`src/rtl/serial_pkg.sv`:
```
// serial_pkg: shared constants and state encodings for the ACIA serial peer.
//   SUBBITS      oversample ticks per bit
//   DATA_BITS    data bits per 8N1 frame
//   FRAME_BITS   start + data + stop
//   START_SAMPLE sub-tick at which a start bit is re-checked
//   RATE_SLOW/RATE_FAST  rate_sel encoding
package serial_pkg;
  localparam int SUBBITS      = 16;
  localparam int DATA_BITS    = 8;
  localparam int FRAME_BITS   = 10;
  localparam int START_SAMPLE = 7;

  localparam logic RATE_SLOW = 1'b0;
  localparam logic RATE_FAST = 1'b1;

  typedef enum logic [2:0] {RX_IDLE, RX_START, RX_DATA, RX_STOP, RX_BREAK} rx_state_t;
  typedef enum logic [1:0] {TX_IDLE, TX_SHIFT, TX_GAP} tx_state_t;
endpackage

```
`src/rtl/serial_byte_fifo.sv`:
```
// serial_byte_fifo: synchronous FIFO, first-word-fall-through read port.
//   clk, reset  clock / synchronous active-high reset (empties the FIFO)
//   wr, din     write strobe and data; ignored while full
//   rd, dout    pop strobe and head-of-queue data; pop ignored while empty
//   full, empty occupancy flags
module serial_byte_fifo #(
  parameter int AW = 3,
  parameter int W  = 8
) (
  input  logic         clk,
  input  logic         reset,
  input  logic         wr,
  input  logic [W-1:0] din,
  input  logic         rd,
  output logic [W-1:0] dout,
  output logic         full,
  output logic         empty
);
  logic [W-1:0]  mem [2**AW];
  logic [AW-1:0] wp, rp;
  logic [AW:0]   cnt;
  logic          wr_en, rd_en;

  // full is judged before the pop, so write+pop while full rejects the write
  assign full  = (cnt == (AW+1)'(2**AW));
  assign empty = (cnt == '0);
  assign wr_en = wr && !full;
  assign rd_en = rd && !empty;
  assign dout  = mem[rp];

  always_ff @(posedge clk) begin
    if (wr_en) mem[wp] <= din;
  end

  always_ff @(posedge clk) begin
    if (reset) begin
      wp  <= '0;
      rp  <= '0;
      cnt <= '0;
    end else begin
      if (wr_en) wp <= wp + 1'b1;
      if (rd_en) rp <= rp + 1'b1;
      case ({wr_en, rd_en})
        2'b10:   cnt <= cnt + 1'b1;
        2'b01:   cnt <= cnt - 1'b1;
        default: cnt <= cnt;
      endcase
    end
  end
endmodule

```
`src/rtl/acia_serial_peer.sv`:
```
// acia_serial_peer: device end of an ACIA 8N1 link (IKBD/MIDI endpoint model).
//   clk, reset      system clock, synchronous active-high reset
//   rate_sel        0 = slow divider, 1 = fast divider (change only when idle)
//   rx              serial in from the ACIA, async, idle high
//   tx              serial out to the ACIA, idle high
//   tx_data, tx_wr  byte + strobe into the TX FIFO; tx_full rejects writes
//   tx_busy         FIFO non-empty or a frame/gap in progress
//   rx_data/rx_valid/rx_ack  received byte handshake
//   rx_overrun      sticky, byte dropped because rx_valid was still set
//   rx_frame_err    last frame had a 0 stop bit; cleared by the next good frame
//   rx_busy         receiver inside a frame
module acia_serial_peer
  import serial_pkg::*;
#(
  parameter int DIV_FAST = 64,
  parameter int DIV_SLOW = 256,
  parameter int FIFO_AW  = 3,
  parameter int GAP_BITS = 0
) (
  input  logic       clk,
  input  logic       reset,
  input  logic       rate_sel,
  input  logic       rx,
  output logic       tx,
  input  logic [7:0] tx_data,
  input  logic       tx_wr,
  output logic       tx_full,
  output logic       tx_busy,
  output logic [7:0] rx_data,
  output logic       rx_valid,
  input  logic       rx_ack,
  output logic       rx_overrun,
  output logic       rx_frame_err,
  output logic       rx_busy
);
  localparam int DIV_MAX = (DIV_FAST > DIV_SLOW) ? DIV_FAST : DIV_SLOW;
  localparam int DIVW    = $clog2(DIV_MAX);

  // ---- prescaler: 1-clk tick every DIV clocks
  logic [DIVW-1:0] pre_cnt, div_m1;
  logic            tick;

  assign div_m1 = (rate_sel == RATE_FAST) ? DIVW'(DIV_FAST-1) : DIVW'(DIV_SLOW-1);

  // >= rather than == so a fast switch with a large count still wraps
  always_ff @(posedge clk) begin
    if (reset) begin
      pre_cnt <= '0;
      tick    <= 1'b0;
    end else if (pre_cnt >= div_m1) begin
      pre_cnt <= '0;
      tick    <= 1'b1;
    end else begin
      pre_cnt <= pre_cnt + 1'b1;
      tick    <= 1'b0;
    end
  end

  // ---- rx front end: synchronizer + 4-sample majority-of-all filter
  logic       rx_meta, rx_s, rx_filt;
  logic [3:0] rx_samp, samp_next;

  assign samp_next = {rx_samp[2:0], rx_s};

  always_ff @(posedge clk) begin
    if (reset) begin
      rx_meta <= 1'b1;
      rx_s    <= 1'b1;
      rx_samp <= 4'hF;
      rx_filt <= 1'b1;
    end else begin
      rx_meta <= rx;
      rx_s    <= rx_meta;
      if (tick) begin
        rx_samp <= samp_next;
        if (samp_next == 4'h0)      rx_filt <= 1'b0;
        else if (samp_next == 4'hF) rx_filt <= 1'b1;
      end
    end
  end

  // ---- rx FSM + delivery
  rx_state_t  rx_state;
  logic [3:0] rx_sub;
  logic [2:0] rx_bit;
  logic [7:0] rx_shift;
  logic       rx_done;

  assign rx_busy = (rx_state != RX_IDLE);

  always_ff @(posedge clk) begin
    if (reset) begin
      rx_state     <= RX_IDLE;
      rx_sub       <= '0;
      rx_bit       <= '0;
      rx_shift     <= '0;
      rx_done      <= 1'b0;
      rx_data      <= '0;
      rx_valid     <= 1'b0;
      rx_overrun   <= 1'b0;
      rx_frame_err <= 1'b0;
    end else begin
      rx_done <= 1'b0;
      if (tick) begin
        case (rx_state)
          RX_IDLE: if (!rx_filt) begin
            rx_state <= RX_START;
            rx_sub   <= '0;
          end
          RX_START: if (rx_sub == 4'(START_SAMPLE)) begin
            if (rx_filt) rx_state <= RX_IDLE;
            else begin
              rx_state <= RX_DATA;
              rx_sub   <= '0;
              rx_bit   <= '0;
            end
          end else rx_sub <= rx_sub + 1'b1;
          RX_DATA: if (rx_sub == 4'(SUBBITS-1)) begin
            rx_sub   <= '0;
            rx_shift <= {rx_filt, rx_shift[7:1]};
            rx_bit   <= rx_bit + 1'b1;
            if (rx_bit == 3'(DATA_BITS-1)) rx_state <= RX_STOP;
          end else rx_sub <= rx_sub + 1'b1;
          RX_STOP: if (rx_sub == 4'(SUBBITS-1)) begin
            if (rx_filt) begin
              rx_done      <= 1'b1;
              rx_frame_err <= 1'b0;
              rx_state     <= RX_IDLE;
            end else begin
              rx_frame_err <= 1'b1;
              rx_state     <= RX_BREAK;
            end
          end else rx_sub <= rx_sub + 1'b1;
          // hold here until the line is released so a stuck-low line can't retrigger
          RX_BREAK: if (rx_filt) rx_state <= RX_IDLE;
          default:  rx_state <= RX_IDLE;
        endcase
      end

      // ack is applied first; a same-cycle delivery then loads without overrun
      if (rx_ack && rx_valid) begin
        rx_valid   <= 1'b0;
        rx_overrun <= 1'b0;
      end
      if (rx_done) begin
        if (!rx_valid || rx_ack) begin
          rx_data  <= rx_shift;
          rx_valid <= 1'b1;
        end else rx_overrun <= 1'b1;
      end
    end
  end

  // ---- tx FIFO + FSM
  logic       fifo_empty, pop, frame_end, gap_end;
  logic [7:0] fifo_dout;
  tx_state_t  tx_state;
  logic [3:0] tx_sub;
  logic [7:0] tx_bit;
  logic [9:0] tx_shift;

  serial_byte_fifo #(.AW(FIFO_AW), .W(8)) u_fifo (
    .clk   (clk),
    .reset (reset),
    .wr    (tx_wr),
    .din   (tx_data),
    .rd    (pop),
    .dout  (fifo_dout),
    .full  (tx_full),
    .empty (fifo_empty)
  );

  assign frame_end = (tx_sub == 4'(SUBBITS-1)) && (tx_bit == 8'(FRAME_BITS-1));
  assign gap_end   = (tx_sub == 4'(SUBBITS-1)) && (tx_bit == 8'(GAP_BITS-1));
  // chain straight into the next frame at the end of stop/gap so no idle tick is inserted
  assign pop = tick && !fifo_empty &&
               ((tx_state == TX_IDLE) ||
                (tx_state == TX_SHIFT && frame_end && GAP_BITS == 0) ||
                (tx_state == TX_GAP && gap_end));
  assign tx      = tx_shift[0];
  assign tx_busy = !fifo_empty || (tx_state != TX_IDLE);

  always_ff @(posedge clk) begin
    if (reset) begin
      tx_state <= TX_IDLE;
      tx_sub   <= '0;
      tx_bit   <= '0;
      tx_shift <= '1;
    end else if (tick) begin
      if (pop) begin
        tx_state <= TX_SHIFT;
        tx_shift <= {1'b1, fifo_dout, 1'b0};
        tx_sub   <= '0;
        tx_bit   <= '0;
      end else begin
        case (tx_state)
          TX_SHIFT: if (tx_sub == 4'(SUBBITS-1)) begin
            tx_sub   <= '0;
            tx_shift <= {1'b1, tx_shift[9:1]};
            if (frame_end) begin
              tx_bit   <= '0;
              tx_state <= (GAP_BITS == 0) ? TX_IDLE : TX_GAP;
            end else tx_bit <= tx_bit + 1'b1;
          end else tx_sub <= tx_sub + 1'b1;
          TX_GAP: if (tx_sub == 4'(SUBBITS-1)) begin
            tx_sub <= '0;
            if (gap_end) tx_state <= TX_IDLE;
            else         tx_bit   <= tx_bit + 1'b1;
          end else tx_sub <= tx_sub + 1'b1;
          default: tx_state <= TX_IDLE;
        endcase
      end
    end
  end
endmodule

```
`config.mk`:
```
export PLATFORM = sky130hd
export DESIGN_NAME = acia_serial_peer
export DESIGN_NICKNAME = d
export VERILOG_FILES = /design/src/rtl/serial_pkg.sv /design/src/rtl/serial_byte_fifo.sv /design/src/rtl/acia_serial_peer.sv
export SDC_FILE = /design/constraint.sdc
export NUM_CORES = 1
export LEC_CHECK = 0
export BUFFER_PORTS_ARGS = -buffer_cell sky130_fd_sc_hd__buf_4
export CAP_MARGIN = 5
export CORE_UTILIZATION = 50
export CTS_BUF_LIST = sky130_fd_sc_hd__clkbuf_16
export CTS_CLUSTER_SIZE = 16
export DETAILED_ROUTE_END_ITERATION = 8
export MAX_ROUTING_LAYER = met4
export PLACE_DENSITY = 0.78
export SLEW_MARGIN = 20
export SYNTH_ARGS = -nofsm -noshare
export SYNTH_HDL_FRONTEND = slang
export SYNTH_SLANG_ARGS = --single-unit
```
`constraint.sdc`:
```
create_clock -name clk -period 7.3 [get_ports clk]
set_input_delay 1.095 -clock clk [delete_from_list [all_inputs] [get_ports clk]]
set_output_delay 1.095 -clock clk [all_outputs]
set_load 0.01 [all_outputs]
```
# Yosys cells after proc, flatten, opt, wreduce, memory -nomap -nowiden

Memory sizes are Yosys's and may differ from the RTL's. A register that Yosys moved wholly into a read port is not among the register bits.
Cells that the tools add are included.

RAM bits: 64
Bits of input ports: 14
Output and inout bits: 15
Memories kept: 1
Bits in read-only memories: 0
Bits in registers: 79
Logic and storage cells: 162
Latch bits: 0

Equality and inequality tests: 29
Muxes and demuxes: 53
$lt $le $gt $ge: 1
Reductions and logical operators: 44
Div/mod/pow operators: 0
Shift-type cells: 0
Add/subtract/negate cells: 9
Multiply operators: 0
Bitwise gates (word level): 3

Memory list:

| name       | depth | width | rd ports | clocked after memory_dff | wr ports | line                   | RTL |
|---|---|---|---|---|---|---|---|
| u_fifo.mem | 8     | 8     | 1        | 1                        | 1        | serial_byte_fifo.sv:19 | `logic [W-1:0] mem [2**AW];` |

Operator list:

| cell                                                   | count |
|---|---|
| 2-to-1 mux 8 bit                                       | 6 |
| 2-to-1 mux 3 bit                                       | 12 |
| 2-to-1 mux 10 bit                                      | 3 |
| 2-to-1 mux 4 bit                                       | 7 |
| adder 8 x 1 -> 8 bit (second input constant)           | 2 |
| == test 4 bit (second input constant)                  | 4 |
| inequality test 2 bit (second input constant)          | 8 |
| one-hot mux 4 bit (4 select lines)                     | 1 |
| one-hot mux 8 bit (2 select lines)                     | 1 |
| one-hot mux 3 bit (5 select lines)                     | 1 |
| AND reduction 5 bit                                    | 3 |
| nonzero test 2 bit                                     | 7 |
| 2-to-1 mux 1 bit                                       | 13 |
| adder 4 x 1 -> 4 bit (second input constant)           | 3 |
| 2-to-1 mux 2 bit                                       | 6 |
| AND reduction 3 bit                                    | 4 |
| adder 3 x 1 -> 3 bit (second input constant)           | 3 |
| logical AND 1 bit                                      | 9 |
| inequality test 3 x 2 -> 1 bit (second input constant) | 3 |
| == test 8 x 4 -> 1 bit (second input constant)         | 1 |
| == test 8 bit (second input constant)                  | 1 |
| >= comparator 8 bit                                    | 1 |
| logical NOT 4 bit                                      | 2 |
| one-hot mux 4 bit (2 select lines)                     | 1 |
| other kinds (21)                                       | 37 |

# Depth between registers and ports, before layout

Word-level depth: 9
Gate-level depth with buffers: 13
Mapped depth without buffers: 13

# Cells and area by module

From an unflattened synthesis, not the netlist that was laid out.

Cells, all modules: 512
Area total of the unflattened synthesis: 6,199.7 um^2

By module, submodules not included:

| module           | instances | cells an instance | area each (um^2) | sequential area each (um^2) |
|---|---|---|---|---|
| serial_byte_fifo | 1         | 168               | 3,111.7          | 2,182.1 |
| acia_serial_peer | 1         | 344               | 3,088.0          | 1,341.3 |

# Worst setup path before layout

No wires, ideal clock.

Path type: input port to flip-flop
From: input tx_wr
To: register u_fifo.cnt[2]
Setup time: 70 ps
Data required time: 7,230 ps
Data arrival time: 2,807 ps
Stages on the path: 9
Buffers on the path: 0
Path slack: 4,422 ps
Path through: a21boi_0 -> inv_1 -> ha_1 -> xor2_1 -> ha_1 -> a21oi_1 -> xor2_1 -> or3_1 -> a21oi_1

Word-level cells in the longest chain between the ends: 3
Elaborated cells on any way between the ends: 5
Those cells by class: eq/ne (2); mux (1); reduce/logical (2)

Ends and longest elaborated chain:

| item                                                                            | line                   | RTL |
|---|---|---|
| start, declared                                                                 | acia_serial_peer.sv:26 | `input logic tx_wr,` |
| logical AND 1 bit *                                                             | serial_byte_fifo.sv:27 | `assign wr_en = wr && !full;` |
| == test 2 x 1 -> 1 bit / == test 2 bit (equally long branches)                  | serial_byte_fifo.sv:43 | `case ({wr_en, rd_en})` |
| one-hot mux 4 bit (2 select lines) / nonzero test 2 bit (equally long branches) | --                     |  |
| end signal, assigned                                                            | serial_byte_fifo.sv:44 | `2'b10: cnt <= cnt + 1'b1;` |
| end signal, assigned                                                            | serial_byte_fifo.sv:45 | `2'b01: cnt <= cnt - 1'b1;` |
| end signal, assigned                                                            | serial_byte_fifo.sv:46 | `default: cnt <= cnt;` |
| end, declared                                                                   | serial_byte_fifo.sv:21 | `logic [AW:0] cnt;` |

Mark *: on every way between the ends. The rest lies on a longest branch, timed or not.
A chain may end at the register's enable or synchronous reset.

# Worst setup path in the final report

From: register u_fifo.cnt[1]
To: register u_fifo.cnt[2]

Word-level cells in the longest chain between the ends: 7
Elaborated cells on any way between the ends: 14
Those cells by class: add/sub (2); eq/ne (3); mux (1); reduce/logical (8)

Ends and longest elaborated chain:

| item                                                                            | line                                            | RTL |
|---|---|---|
| logical NOT 4 bit                                                               | serial_byte_fifo.sv:26                          | `assign empty = (cnt == '0);` |
| logical NOT 1 bit                                                               | serial_byte_fifo.sv:28, acia_serial_peer.sv:176 |  |
| logical AND 1 bit (2 in series)                                                 | acia_serial_peer.sv:176                         | `assign pop = tick && !fifo_empty &&` |
| logical AND 1 bit                                                               | serial_byte_fifo.sv:28                          | `assign rd_en = rd && !empty;` |
| == test 2 x 1 -> 1 bit / == test 2 bit (equally long branches)                  | serial_byte_fifo.sv:43                          |  |
| one-hot mux 4 bit (2 select lines) / nonzero test 2 bit (equally long branches) | --                                              |  |

Several ways; a longest one is shown, not always the timed one.

==> flow_summary.ini <==
[cells_and_area]
multi_input_area_sq_um = 2270
fin_nets = 537
antenna_cells = 0
ff_latch_area_sq_um = 3520
fill_cells = 900
syn_to_final_growth_pct = 15.3
drive_above_1_share_pct = 16.3

[synthesis]
synth_area_sq_um = 5900
syn_nets = 510
yosysTopAreaCell = edfxtp_1
yosysTopAreaCellShare_pct = 32.5
synth-main-ff-cell = dfxtp_1
ys_seq_elements = 144
yosysMostFrequentCell = dfxtp_1
synth_area_leaders = edfxtp_1 (33%), dfxtp_1 (27%), mux4_2 (6.1%), mux2i_1 (4.6%), nor2_1 (3.9%)
yosysUniqueCellTypes = 53
synth_area_per_cell_sq_um = 12.2
ys_warn_count = 0
synth_cells = 482
synth_commonest_cells = dfxtp_1 (80), edfxtp_1 (64), nor2_1 (61)
synth-edff-count = 64
synth_seq_area_share_pct = 59.7
async_flop_share_pct = 0

[sta]
skew_ns = 0.00867
relSlewSlack_pct = 28.5
slew_viol_final = 0
finalHoldViolCount = 0
setup_viol = 0
rsz0062_at_grt = false
period_share_pct = 40.8
fin_ws_ns = 4.32
period_minus_slack_ns = 2.98
fmax_ghz = 0.336
setup-tns-final_ns = 0
tightest_slew_ns = 1.06

[detailed_routing]
dr.pass1.iters = 7
via_per_inst = 5.68
drt_wl_total_microns = 10700
drt_iter0_markers = 266
avgRoutedWirePerCell_microns = 16.1
via_count = 3774
antenna_left = 0
drc_errors = 0

[global_routing]
antenna_found_initial = 0
grt_max_degree = 65
grt.busiest_layer = met2
grt.total_usage_pct = 18.9
grt_pass1_wl_microns = 17600
met2_usage_pct = 30.4
use_met1_pct = 23.0
grt_pass1_vias = 3597
grtUsageMet3_pct = 5.47
grt-ovfl-total = 0

[critical_path]
r2r_cells = 10
r2r_start = u_fifo.cnt[1]
slowest_stage = nor3_1
path_class = register to register
critPathCaptureType = register
cp_slowest_stage_delay_ns = 0.58
startpoint = u_fifo.cnt[1]
path_cells = nor3_1, a21boi_0, inv_1, ha_1, xor2_1, ha_1, a21oi_1, xor2_1, or3_1, a21oi_1
worstSetupStartpointType = register
crit_fanout = 8
crit_arrival_ns = 3.32
r2r-end = u_fifo.cnt[2]
cp_data_required_time_ns = 7.64
crit_path_end = u_fifo.cnt[2]
rrSetupSlack_ns = 4.32

[power]
comb_power_share_pct = 3.1
vdd_drop_max_v = 0.000285
p_per_area_nw_per_um2 = 258
p_clk_share_pct = 47.7
p_sw_share_pct = 21.3
power_leakage_nw = 2.48
p_int_mw = 1.38
finalPower_mw = 1.76
power.switching_uw = 374
pwr-share-seq_pct = 49.2

[hold_path]
holdCritPathClass = register to register

[cts]
root_buffer = clkbuf_16
cts_hold_buf = 0
cts_num_sinks = 144
cts_max_level = 4
clock_latency_ns = 0.42
clk_pin_slew_ns = 0.06
cts_tree = yes
cts_resized = 0
numCtsBuffers = 17
cts_buffer_depth = 2
cts_setup_buffers = 0

[floorplanning]
ios = 29
coreArea_sq_um = 11500
die-area_sq_um = 12200
fp.dieH_microns = 111
initial_core_util_pct = 51.5
chipWidth_microns = 111
rows = 39

[job]
maxCapViolCount = 0

[placed_design]
post-place-ws_ns = 3.94
io_buffer_count = 28
place.detailed.hpwl_microns = 7030
routabilityCongestion = 0.765

[outcome]
status = complete, no violations
per-stage QoR:
stage	util, %	hold WS, ns	area [sq um]	cells
after global placement	54.2	0.406	6210	633
after CTS	59.2	0.422	6790	665
final	59.4	0.416	6810	665
after detailed placement	54.2	0.408	6210	633
after floorplan	-	0.389	5900	482
after global routing	59.4	0.447	6810	665
how the worst min path moves through the flow:
stage	start	endpoint	slack, ns	depth (start not counted)
global route	rx_meta	rx_s	0.45	1
floorplan	rx_meta	rx_s	0.39	1
finish	rx_meta	rx_s	0.42	1
detailed placement	rx_meta	rx_s	0.41	1
global placement	rx_meta	rx_s	0.41	1
CTS	rx_meta	rx_s	0.42	1
registers in the layout (all words and copies together), names as in the netlist, 3 cells and up, named ones only:
name        flops
rx_sub          4
rx_bit          3
rx_state        3
pre_cnt         8
tx_bit          8
u_fifo.mem     64
rx_shift        8
tx_sub          4
u_fifo.wp       3
rx_data         8
u_fifo.cnt      4
rx_samp         3
u_fifo.rp       3
tx_shift        9
routing by layer:
metal | share of wire, % | routed length [microns]
met1 | 45 | 4860
met2 | 49 | 5280
met5 | 0 | 0
met3 | 4.0 | 428
met4 | 1.4 | 147
power by group through the flow:
stage	Sequential [mW]	Clock, mW	Combinational (mW)
finish	0.865	0.838	0.0547
global route	0.867	0.888	0.0603
CTS	0.865	0.855	0.0547
detailed placement	0.882	0	0.0541
global placement	0.881	0	0.0522
floorplan	0.878	0	0.0368
cell type report:
type                            instances  area share (%)
Clock buffer                           19            6.98
Tap cell                              143            2.63
Sequential cell                       144            51.8
Clock inverter                         13            1.56
Timing Repair Buffer                   29            3.20
Multi-Input combinational cell        306            33.3
Inverter                               11           0.606
cell families after synthesis:
kind of cell / after synthesis / synth area share, %
multiplexers: 43 / 10.7
adder cells (fa/ha/maj): 14 / 2.97
AND/OR/NAND/NOR: 154 / 12.6
AO/OA/AOI/OAI: 74 / 8.65
buffers and inverters: 32 / 2.33
XOR/XNOR: 21 / 3.12
flip-flops: 144 / 59.7
worst max-delay path: cells and delay by family, from the launching register on:
kind            cells  cell delay, ns
flops               1            0.40
simple gates        2            0.89
xor+xnor            2            0.33
buf+inv             1            0.23
fa+ha+maj           2            0.44
compound gates      3            0.61
layout by cell type (no fill, tap or decap), drive strengths merged, types with 6 or more instances in the layout:
master  synthesis  routed
a21oi          29      29
buf             9      29
clkbuf         12      19
clkinv          1       6
dfxtp          80      80
edfxtp         64      64
ha             14      14
inv            10      16
mux2i          27      27
mux4           16      16
nand2          24      24
nand3          19      19
nand4           6       6
nor2           61      61
nor2b           6       6
o211ai          9       9
o21ai          10      10
or3             6       6
xnor2           6       6
xor2           15      15
Note: power is estimated with default switching activity, not from simulation.
